## config.mk

```make
export PLATFORM = sky130hd
export DESIGN_NAME = notifier_event_arbiter
export DESIGN_NICKNAME = d
export VERILOG_FILES = /design/src/rtl/notifier_arb_pkg.sv /design/src/rtl/rr_picker.sv /design/src/rtl/notifier_event_arbiter.sv
export SDC_FILE = /design/constraint.sdc
export NUM_CORES = 1
export LEC_CHECK = 0
export CORE_MARGIN = 1.5
export CORE_UTILIZATION = 52
export CTS_CLUSTER_SIZE = 40
export DETAILED_ROUTE_END_ITERATION = 10
export PLACE_DENSITY = 0.77
export SYNTH_ARGS = -nofsm -noshare
export SYNTH_HDL_FRONTEND = slang
export SYNTH_SLANG_ARGS = --single-unit
```

## constraint.sdc

```tcl
create_clock -name clk -period 3.4 [get_ports clk]
set_clock_uncertainty 0.05 [all_clocks]
set_input_delay 0.51 -clock clk [delete_from_list [all_inputs] [get_ports clk]]
set_output_delay 0.51 -clock clk [all_outputs]
set_load 0.005 [all_outputs]
```

## src/rtl/notifier_arb_pkg.sv

```systemverilog
// Shared types and the round-robin search helper for notifier_event_arbiter.
package notifier_arb_pkg;

    // Widest channel count the search helper can cover (index is 5 bits).
    localparam int unsigned MAX_CH = 32;

    typedef enum logic [0:0] {
        ST_IDLE,
        ST_REPORT
    } state_t;

    typedef struct packed {
        logic       found;
        logic [4:0] idx;
    } rr_pick_t;

    // First set bit of pending at or after ptr, wrapping at nch-1 -> 0.
    function automatic rr_pick_t rr_pick(input logic [MAX_CH-1:0] pending,
                                         input int unsigned       ptr,
                                         input int unsigned       nch);
        rr_pick_t    res;
        int unsigned j;
        res = '0;
        for (int unsigned k = 0; k < MAX_CH; k++) begin
            j = ptr + k;
            if (j >= nch) begin
                j = j - nch;
            end
            if (k < nch && !res.found && pending[j[4:0]]) begin
                res.found = 1'b1;
                res.idx   = j[4:0];
            end
        end
        return res;
    endfunction

endpackage

```

## src/rtl/rr_picker.sv

```systemverilog
// Combinational round-robin picker: lowest pending index at or after ptr.
module rr_picker
    import notifier_arb_pkg::*;
#(
    parameter int unsigned NCH  = 4,
    parameter int unsigned CH_W = 2
) (
    input  logic [NCH-1:0]  pending,
    input  logic [CH_W-1:0] ptr,
    output logic [CH_W-1:0] grant_idx,
    output logic            grant_vld
);

    rr_pick_t pick;

    // Search is a pure function of the pending vector and pointer.
    always_comb begin
        pick      = rr_pick(MAX_CH'(pending), 32'(ptr), NCH);
        grant_vld = pick.found;
        grant_idx = CH_W'(pick.idx);
    end

endmodule

```

## src/rtl/notifier_event_arbiter.sv

```systemverilog
// Notifier violation collector: detects qualified toggles, tracks pending/overflow
// per channel and round-robins them onto a valid/ready report channel.
// Optional per-channel saturating counters when VIOL_COUNT_EN is defined.
module notifier_event_arbiter
    import notifier_arb_pkg::*;
#(
    parameter  int unsigned NCH   = 4,
    parameter  int unsigned CNT_W = 8,
    localparam int unsigned CH_W  = (NCH > 1) ? $clog2(NCH) : 1
) (
    input  logic            clk,
    input  logic            rst,
    input  logic [NCH-1:0]  ntfr,
    input  logic [NCH-1:0]  mode,
`ifdef VIOL_COUNT_EN
    input  logic [CH_W-1:0] cnt_sel,
    output logic [CNT_W-1:0] cnt_val,
    input  logic            cnt_clr,
`endif
    output logic            rpt_valid,
    input  logic            rpt_ready,
    output logic [CH_W-1:0] rpt_ch,
    output logic            rpt_ovf
);

    if (NCH < 2 || NCH > MAX_CH || CNT_W < 1) begin : g_cfg_check
        $error("notifier_event_arbiter: unsupported NCH/CNT_W");
    end

    logic [NCH-1:0]  ntfr_q;
    logic [NCH-1:0]  tog;
    logic [NCH-1:0]  pending_q, pending_d;
    logic [NCH-1:0]  ovf_q, ovf_d;
    logic [CH_W-1:0] rr_ptr_q, rr_ptr_d;
    logic [CH_W-1:0] rpt_ch_q, rpt_ch_d;
    logic            rpt_ovf_q, rpt_ovf_d;
    state_t          state_q, state_d;
    logic [CH_W-1:0] pick_idx;
    logic            pick_vld;
    logic            grant_fire;

    // Qualified toggle: level change against last cycle, gated by the condition.
    always_comb begin
        tog = (ntfr ^ ntfr_q) & mode;
    end

    rr_picker #(
        .NCH  (NCH),
        .CH_W (CH_W)
    ) u_rr_picker (
        .pending   (pending_q),
        .ptr       (rr_ptr_q),
        .grant_idx (pick_idx),
        .grant_vld (pick_vld)
    );

    // Report FSM: grant from IDLE, or regrant on accept while in REPORT.
    always_comb begin
        state_d    = state_q;
        grant_fire = 1'b0;
        rpt_ch_d   = rpt_ch_q;
        rpt_ovf_d  = rpt_ovf_q;
        rr_ptr_d   = rr_ptr_q;
        unique case (state_q)
            ST_IDLE: begin
                if (pick_vld) begin
                    grant_fire = 1'b1;
                    state_d    = ST_REPORT;
                end
            end
            ST_REPORT: begin
                if (rpt_ready) begin
                    if (pick_vld) begin
                        grant_fire = 1'b1;
                    end else begin
                        state_d = ST_IDLE;
                    end
                end
            end
            default: state_d = ST_IDLE;
        endcase
        if (grant_fire) begin
            rpt_ch_d  = pick_idx;
            rpt_ovf_d = ovf_q[pick_idx];
            rr_ptr_d  = (pick_idx == CH_W'(NCH - 1)) ? '0 : pick_idx + CH_W'(1);
        end
    end

    // Pending/overflow: grant clears first, a same-cycle toggle re-arms pending.
    always_comb begin
        pending_d = pending_q;
        ovf_d     = ovf_q;
        for (int i = 0; i < NCH; i++) begin
            logic gnt_i;
            gnt_i        = grant_fire && (pick_idx == CH_W'(i));
            pending_d[i] = (pending_q[i] & ~gnt_i) | tog[i];
            ovf_d[i]     = gnt_i ? 1'b0 : (ovf_q[i] | (tog[i] & pending_q[i]));
        end
    end

    // State registers; ntfr_q tracks through reset so release creates no event.
    always_ff @(posedge clk) begin
        ntfr_q <= ntfr;
        if (rst) begin
            pending_q <= '0;
            ovf_q     <= '0;
            rr_ptr_q  <= '0;
            rpt_ch_q  <= '0;
            rpt_ovf_q <= 1'b0;
            state_q   <= ST_IDLE;
        end else begin
            pending_q <= pending_d;
            ovf_q     <= ovf_d;
            rr_ptr_q  <= rr_ptr_d;
            rpt_ch_q  <= rpt_ch_d;
            rpt_ovf_q <= rpt_ovf_d;
            state_q   <= state_d;
        end
    end

    // Report outputs come straight from flops.
    always_comb begin
        rpt_valid = (state_q == ST_REPORT);
        rpt_ch    = rpt_ch_q;
        rpt_ovf   = rpt_ovf_q;
    end

`ifdef VIOL_COUNT_EN
    logic [NCH-1:0][CNT_W-1:0] cnt_q, cnt_d;

    // Saturating per-channel counters; clear beats a same-cycle increment.
    always_comb begin
        cnt_d = cnt_q;
        for (int i = 0; i < NCH; i++) begin
            if (cnt_clr) begin
                cnt_d[i] = '0;
            end else if (tog[i] && (cnt_q[i] != {CNT_W{1'b1}})) begin
                cnt_d[i] = cnt_q[i] + CNT_W'(1);
            end
        end
    end

    // Counter storage.
    always_ff @(posedge clk) begin
        if (rst) begin
            cnt_q <= '0;
        end else begin
            cnt_q <= cnt_d;
        end
    end

    // Read port; out-of-range select reads zero.
    always_comb begin
        cnt_val = (32'(cnt_sel) < NCH) ? cnt_q[cnt_sel] : '0;
    end
`endif

endmodule

```

[Word-level counts from Yosys, hierarchy flattened]
Index checks and enable logic that the tools add are counted.
Word-level totals
  bits in registers: 18
  input bits: 11
Operators by class
  $add $sub $neg: 8
  muxes and demuxes: 24
  bitwise operators: 23
  reductions and logical operators: 15
  magnitude comparators: 9
  eq/ne operators: 3
Operator list (number)
  32-bit by 3-bit >= comparator with 1-bit output (second input constant): 3
  5-bit by 6-bit less-than comparator with 1-bit output (second input constant): 4
  6-bit two-way mux: 4
  1-bit binary-select mux with 5-bit select: 4
  5-bit two-way mux: 4
  5-bit by 3-bit subtractor with 5-bit output (second input constant): 3
  1-bit bitwise AND: 8
  1-bit two-way mux: 8
  1-bit OR: 8
  2-bit OR reduction: 4
  1-bit logical AND: 7
  2-bit by 2-bit adder with 3-bit output (second input constant): 2
  1-bit inverter: 5
  4-bit bitwise AND: 1
  2-bit == test (second input constant): 2
  1-bit case mux with 2 select lines: 2
  2-bit by 3-bit subtractor with 4-bit output (second input constant): 1
  4-bit XOR: 1
  2-bit by 1-bit adder with 3-bit output (second input constant): 1
  2-bit by 3-bit >= comparator with 1-bit output (second input constant): 1
  1-bit logical NOT: 3
  2-bit by 3-bit less-than comparator with 1-bit output (second input constant): 1
  2-bit by 1-bit adder with 2-bit output (second input constant): 1
  1-bit binary-select mux with 2-bit select: 1
  other kinds (3): 3

[Depth between registers and ports, before layout]
  depth in word-level cells: 21
  gate-level depth with buffers: 13
  gate-level depth less buffers: 12

[By module]
A second synthesis with hierarchy kept.
Unflattened totals
  cells, all modules: 114
  area total of the unflattened synthesis: 1077.3 µm²
Modules (own cells, without submodules)
  notifier_event_arbiter: instances 1, cells an instance 76, area each 760.7 µm², sequential area each 360.3 µm²
  rr_picker: instances 1, cells an instance 38, area each 316.6 µm², sequential area each 0.0 µm²

[Least setup slack after synthesis]
No wires, ideal clock.
  path kind: register -> register
  from: register rr_ptr_q[0]
  to: register rr_ptr_q[1]
  required time: 3.222 ns
  data arrival time: 2.723 ns
  path slack: 0.499 ns
  cell stages (with the launch flop): 13
  buffers on the path: 1
  cells stage by stage: dfxtp_1 > buf_4 > inv_1 > ha_1 > mux2_1 > a22oi_4 > clkinv_1 > a21oi_1 > mux2_2 > inv_2 > ha_1 > a21oi_1 > nor2_1
Between the ends
  elaborated cells on any way between the ends: 39
  those cells by class: add/sub (8); order compare (4); eq/ne (1); mux (20); reduce/logical (6)
RTL lines
  from (decl): line notifier_event_arbiter.sv:34  | logic [CH_W-1:0] rr_ptr_q, rr_ptr_d;
  from (signal assigned): line notifier_event_arbiter.sv:114  | rr_ptr_q <= rr_ptr_d;
  parallel branches: the longest is 13 deep, another holds 32-bit by 3-bit >= comparator with 1-bit output
  6-bit two-way mux *: line notifier_arb_pkg.sv:29  | if (k < nch && !res.found && pending[j[4:0]]) begin
  net pick_idx[0]: line notifier_event_arbiter.sv:38  | logic [CH_W-1:0] pick_idx;
  2-bit by 1-bit adder with 2-bit output or 2-bit == test (tied branches): line notifier_event_arbiter.sv:85  | rr_ptr_d = (pick_idx == CH_W'(NCH - 1)) ? '0 : pick_idx + CH_W'(1);
  2-bit two-way mux *: line notifier_event_arbiter.sv:85
Mark *: on every way through the listed nets, which the timed path passes. The select of a mux whose other input is x is not followed.
A chain may end at the register's enable or synchronous reset.

[Worst setup path in the final report]
  from: register rr_ptr_q[1]
  to: register rr_ptr_q[1]
The elaborated chain is that of the path after synthesis.

==> flow_summary.yaml <==
grt:
  grt_max_degree: 19
  grt_pass1_vias: 799
  grt.total_usage: 0.230
  grt_pass1_wl_mm: 3.59
  overflow: 0
  antenna_found_initial: 0
clocking:
  clock_path_buffers: 2
  path_clk_slew_ns: 0.10
  numCtsBuffers: 3
  clkLatencyLatePin_ns: 0.30
  hold_buffers: 0
  cts-root-buf: "clkbuf_4"
  htreeDepth: 1
  cts_resized: 0
  cts_setup_buffers: 0
  numClockSinks: 18
  cts_tree: "yes"
finish:
  fin_util: 0.648
  multi_input_area_sq_um: 648
  area_growth_pct: 19.4
  final_area_sq_um: 1240
  drive_gt1_frac: 0.125
  seqCellArea_sq_um: 360
  nets: 148
  antenna_cells: 0
  fill_cells: 171
critical_path:
  rrSetupSlack_ns: 0.51
  path_max_fanout: 7
  slowest_delay_ns: 0.43
  rr_worst_depth: 11
  cp_cell_sequence: "inv_1 -> ha_1 -> mux2_1 -> a22oi_4 -> clkinv_1 -> a21oi_1 -> mux2_2 -> inv_2 -> ha_1 -> a21oi_1 -> nor2_1"
  end_kind: "flip-flop"
  cp_slowest_cell: "ha_1"
  crit_type: "reg -> reg"
  path_delay_family: "adder cells"
  worstPathArrival_ns: 3.02
  cp-start-kind: "flip-flop"
  cp_data_required_time_ns: 3.53
  worstReg2RegEnd: "rr_ptr_q[1]$_SDFFE_PP0P_"
  cp.depth: 11
  crit_buf_inv: 3
  r2r-start: "rr_ptr_q[1]$_SDFFE_PP0P_"
timing:
  rsz0062_at_grt: "no"
  setup-violations-final: 0
  worst_slack_ns: 0.509
  tns_ns: 0
  hold_violations: 0
  tightest_slew_ns: 0.732
  timing.fmax_ghz: 0.346
  period_share: 0.850
  min_period_ns: 2.89
  slew_violations: 0
  slew_headroom: 0.509
min_path:
  whs_endpoint: "rpt_ch[1]$_SDFFE_PP0P_"
  hold_class: "reg -> reg"
  hold_path.startpoint: "rpt_ch[1]$_SDFFE_PP0P_"
  hold_depth: 2
yosys:
  synth_warnings: 0
  syn_nets: 131
  syn_area_sq_um: 1040
  synth_compound_area_frac: 0.241
  synth.distinct_cells: 36
  syn-mean-instance-area_sq_um: 9.31
  synth_top_family_by_area: "compound AO/OA/AOI/OAI gates"
  synth.ff_latch_count: 18
  seq_area_frac_synth: 0.346
  synthSimpleGateAreaFrac: 0.143
  synth_adder_area_share: 0.0960
  synth-xor-area-share: 0.0336
  synthCells: 112
  synth_mux_area_frac: 0.108
pwr:
  ir_drop_mv: 0.449
  pwr_density_cell_nw_per_um2: 765
  p_leak_nw: 0.509
route:
  first_iter_violations: 15
  wire_per_inst_um: 14.1
  drc_errors: 0
  vias: 865
  vias_per_cell: 5.58
  wirelength_mm: 2.19
  antenna_left: 0
  first_pass_iters: 4
floorplan:
  core_area_sq_um: 1920
  num_io_pins: 15
  die_w_um: 47.8
  die_h_um: 47.8
  die-area_sq_um: 2280
  initial_core_util: 0.542
  num_rows: 16
place:
  gp_congestion: 0.811
  placed_area_sq_um: 1210
  pre_cts_ws_ns: 0.545
  numPortBuffers: 14
  hpwl_mm: 1.60
run_status:
  status: "finished clean"
job:
  maxCapViolCount: 0
worst max path at each step:
| stage | end | slack [ns] | start |
|---|---|---|---|
| 2_1_floorplan | rr_ptr_q[1]$_SDFFE_PP0P_ | 0.50 | rr_ptr_q[0]$_SDFFE_PP0P_ |
| 3_3_place_gp | rr_ptr_q[1]$_SDFFE_PP0P_ | 0.63 | rr_ptr_q[1]$_SDFFE_PP0P_ |
| 3_5_place_dp | rr_ptr_q[1]$_SDFFE_PP0P_ | 0.55 | rr_ptr_q[1]$_SDFFE_PP0P_ |
| 4_1_cts | rr_ptr_q[1]$_SDFFE_PP0P_ | 0.52 | rr_ptr_q[1]$_SDFFE_PP0P_ |
| 5_1_grt | pending_q[0]$_SDFF_PP0_ | 0.26 | rr_ptr_q[1]$_SDFFE_PP0P_ |
| 6_report | rr_ptr_q[1]$_SDFFE_PP0P_ | 0.51 | rr_ptr_q[1]$_SDFFE_PP0P_ |
stage by stage:
stage	hold WS (ns)	power, mW	cells
detailed placement	0.453	0.815	151
CTS	0.467	0.953	155
finish	0.462	0.952	155
global placement	0.441	0.805	151
floorplan	0.439	0.685	112
global route	0.482	1.03	155
power breakdown:
part           internal [mW]  switching, mW
logic                  0.232          0.307
registers              0.249         0.0290
clock network         0.0655         0.0691
total                  0.546          0.406
state kept, by name (all words and copies together) (netlist names):
| name | cells |
|---|---|
| rpt_ch | 2 |
| rr_ptr_q | 2 |
| ovf_q | 4 |
| rpt_ovf | 1 |
| pending_q | 4 |
| rpt_valid | 1 |
| ntfr_q | 4 |
area by class of cell:
cell class,instances,area share
Tap cell,27,0.0271
Sequential cell,18,0.289
Timing Repair Buffer,15,0.119
Multi-Input combinational cell,86,0.521
Clock buffer,4,0.0291
Inverter,5,0.0151
per-layer routing:
metal  vias up  part of all wire  GRT usage
met2        12              0.49      0.397
met5         -                 0          0
met1       406              0.47      0.276
li1        444                 -          -
met3         3             0.028     0.0566
met4         0             0.011     0.0811
cells by family after synthesis:
| logic type | count (synthesis) |
|---|---|
| AO/OA/AOI/OAI | 33 |
| XOR/XNOR | 4 |
| adder cells (fa/ha/maj) | 8 |
| buffers and inverters | 8 |
| flip-flops | 18 |
| multiplexers | 10 |
| AND/OR/NAND/NOR | 31 |
layout by cell type (no fill, tap or decap), types with 2 or more instances in the layout:
| cell | instances |
|---|---|
| mux2_2 | 4 |
| nor3_1 | 3 |
| a31oi_1 | 5 |
| a22oi_1 | 4 |
| inv_1 | 3 |
| nand2_1 | 4 |
| dfxtp_1 | 18 |
| mux2i_1 | 3 |
| clkdlybuf4s50_1 | 14 |
| nand2b_1 | 2 |
| a21oi_1 | 5 |
| a211oi_1 | 7 |
| clkbuf_4 | 3 |
| ha_1 | 8 |
| nor2_1 | 17 |
| mux2_1 | 2 |
| o22ai_1 | 2 |
| xor2_1 | 4 |
worst register-to-register path, stage by stage (launching register included):
cell and delay (ns):
dfxtp_1 0.40, inv_1 0.11, ha_1 0.43, mux2_1 0.39, a22oi_4 0.21, clkinv_1 0.09, a21oi_1 0.30, mux2_2 0.28
inv_2 0.06, ha_1 0.29, a21oi_1 0.12, nor2_1 0.05
synthesized netlist by cell type (all sizes together):
cell	instances	area (sq um)
nand2b	2	12.5
dfxtp	18	360
clkinv	1	3.75
mux2i	3	30.0
a22oi	5	51.3
o311a	1	10.0
nor2b	1	6.26
o22ai	2	12.5
a211o	1	8.76
a21boi	2	18.8
xor2	4	35.0
or2	1	6.26
nor2	17	63.8
buf	1	7.51
a21o	1	7.51
ha	8	100
nand2	4	15.0
inv	4	15.0
o21ai	1	5.00
nor3	4	25.0
a21oi	5	25.0
a31oi	5	31.3
o211ai	1	7.51
a211oi	8	65.1
clkbuf	2	7.51
and3	1	11.3
or3b	1	8.76
mux2	7	82.6
o22a	1	8.76
Power figures use the tool's default switching activity.
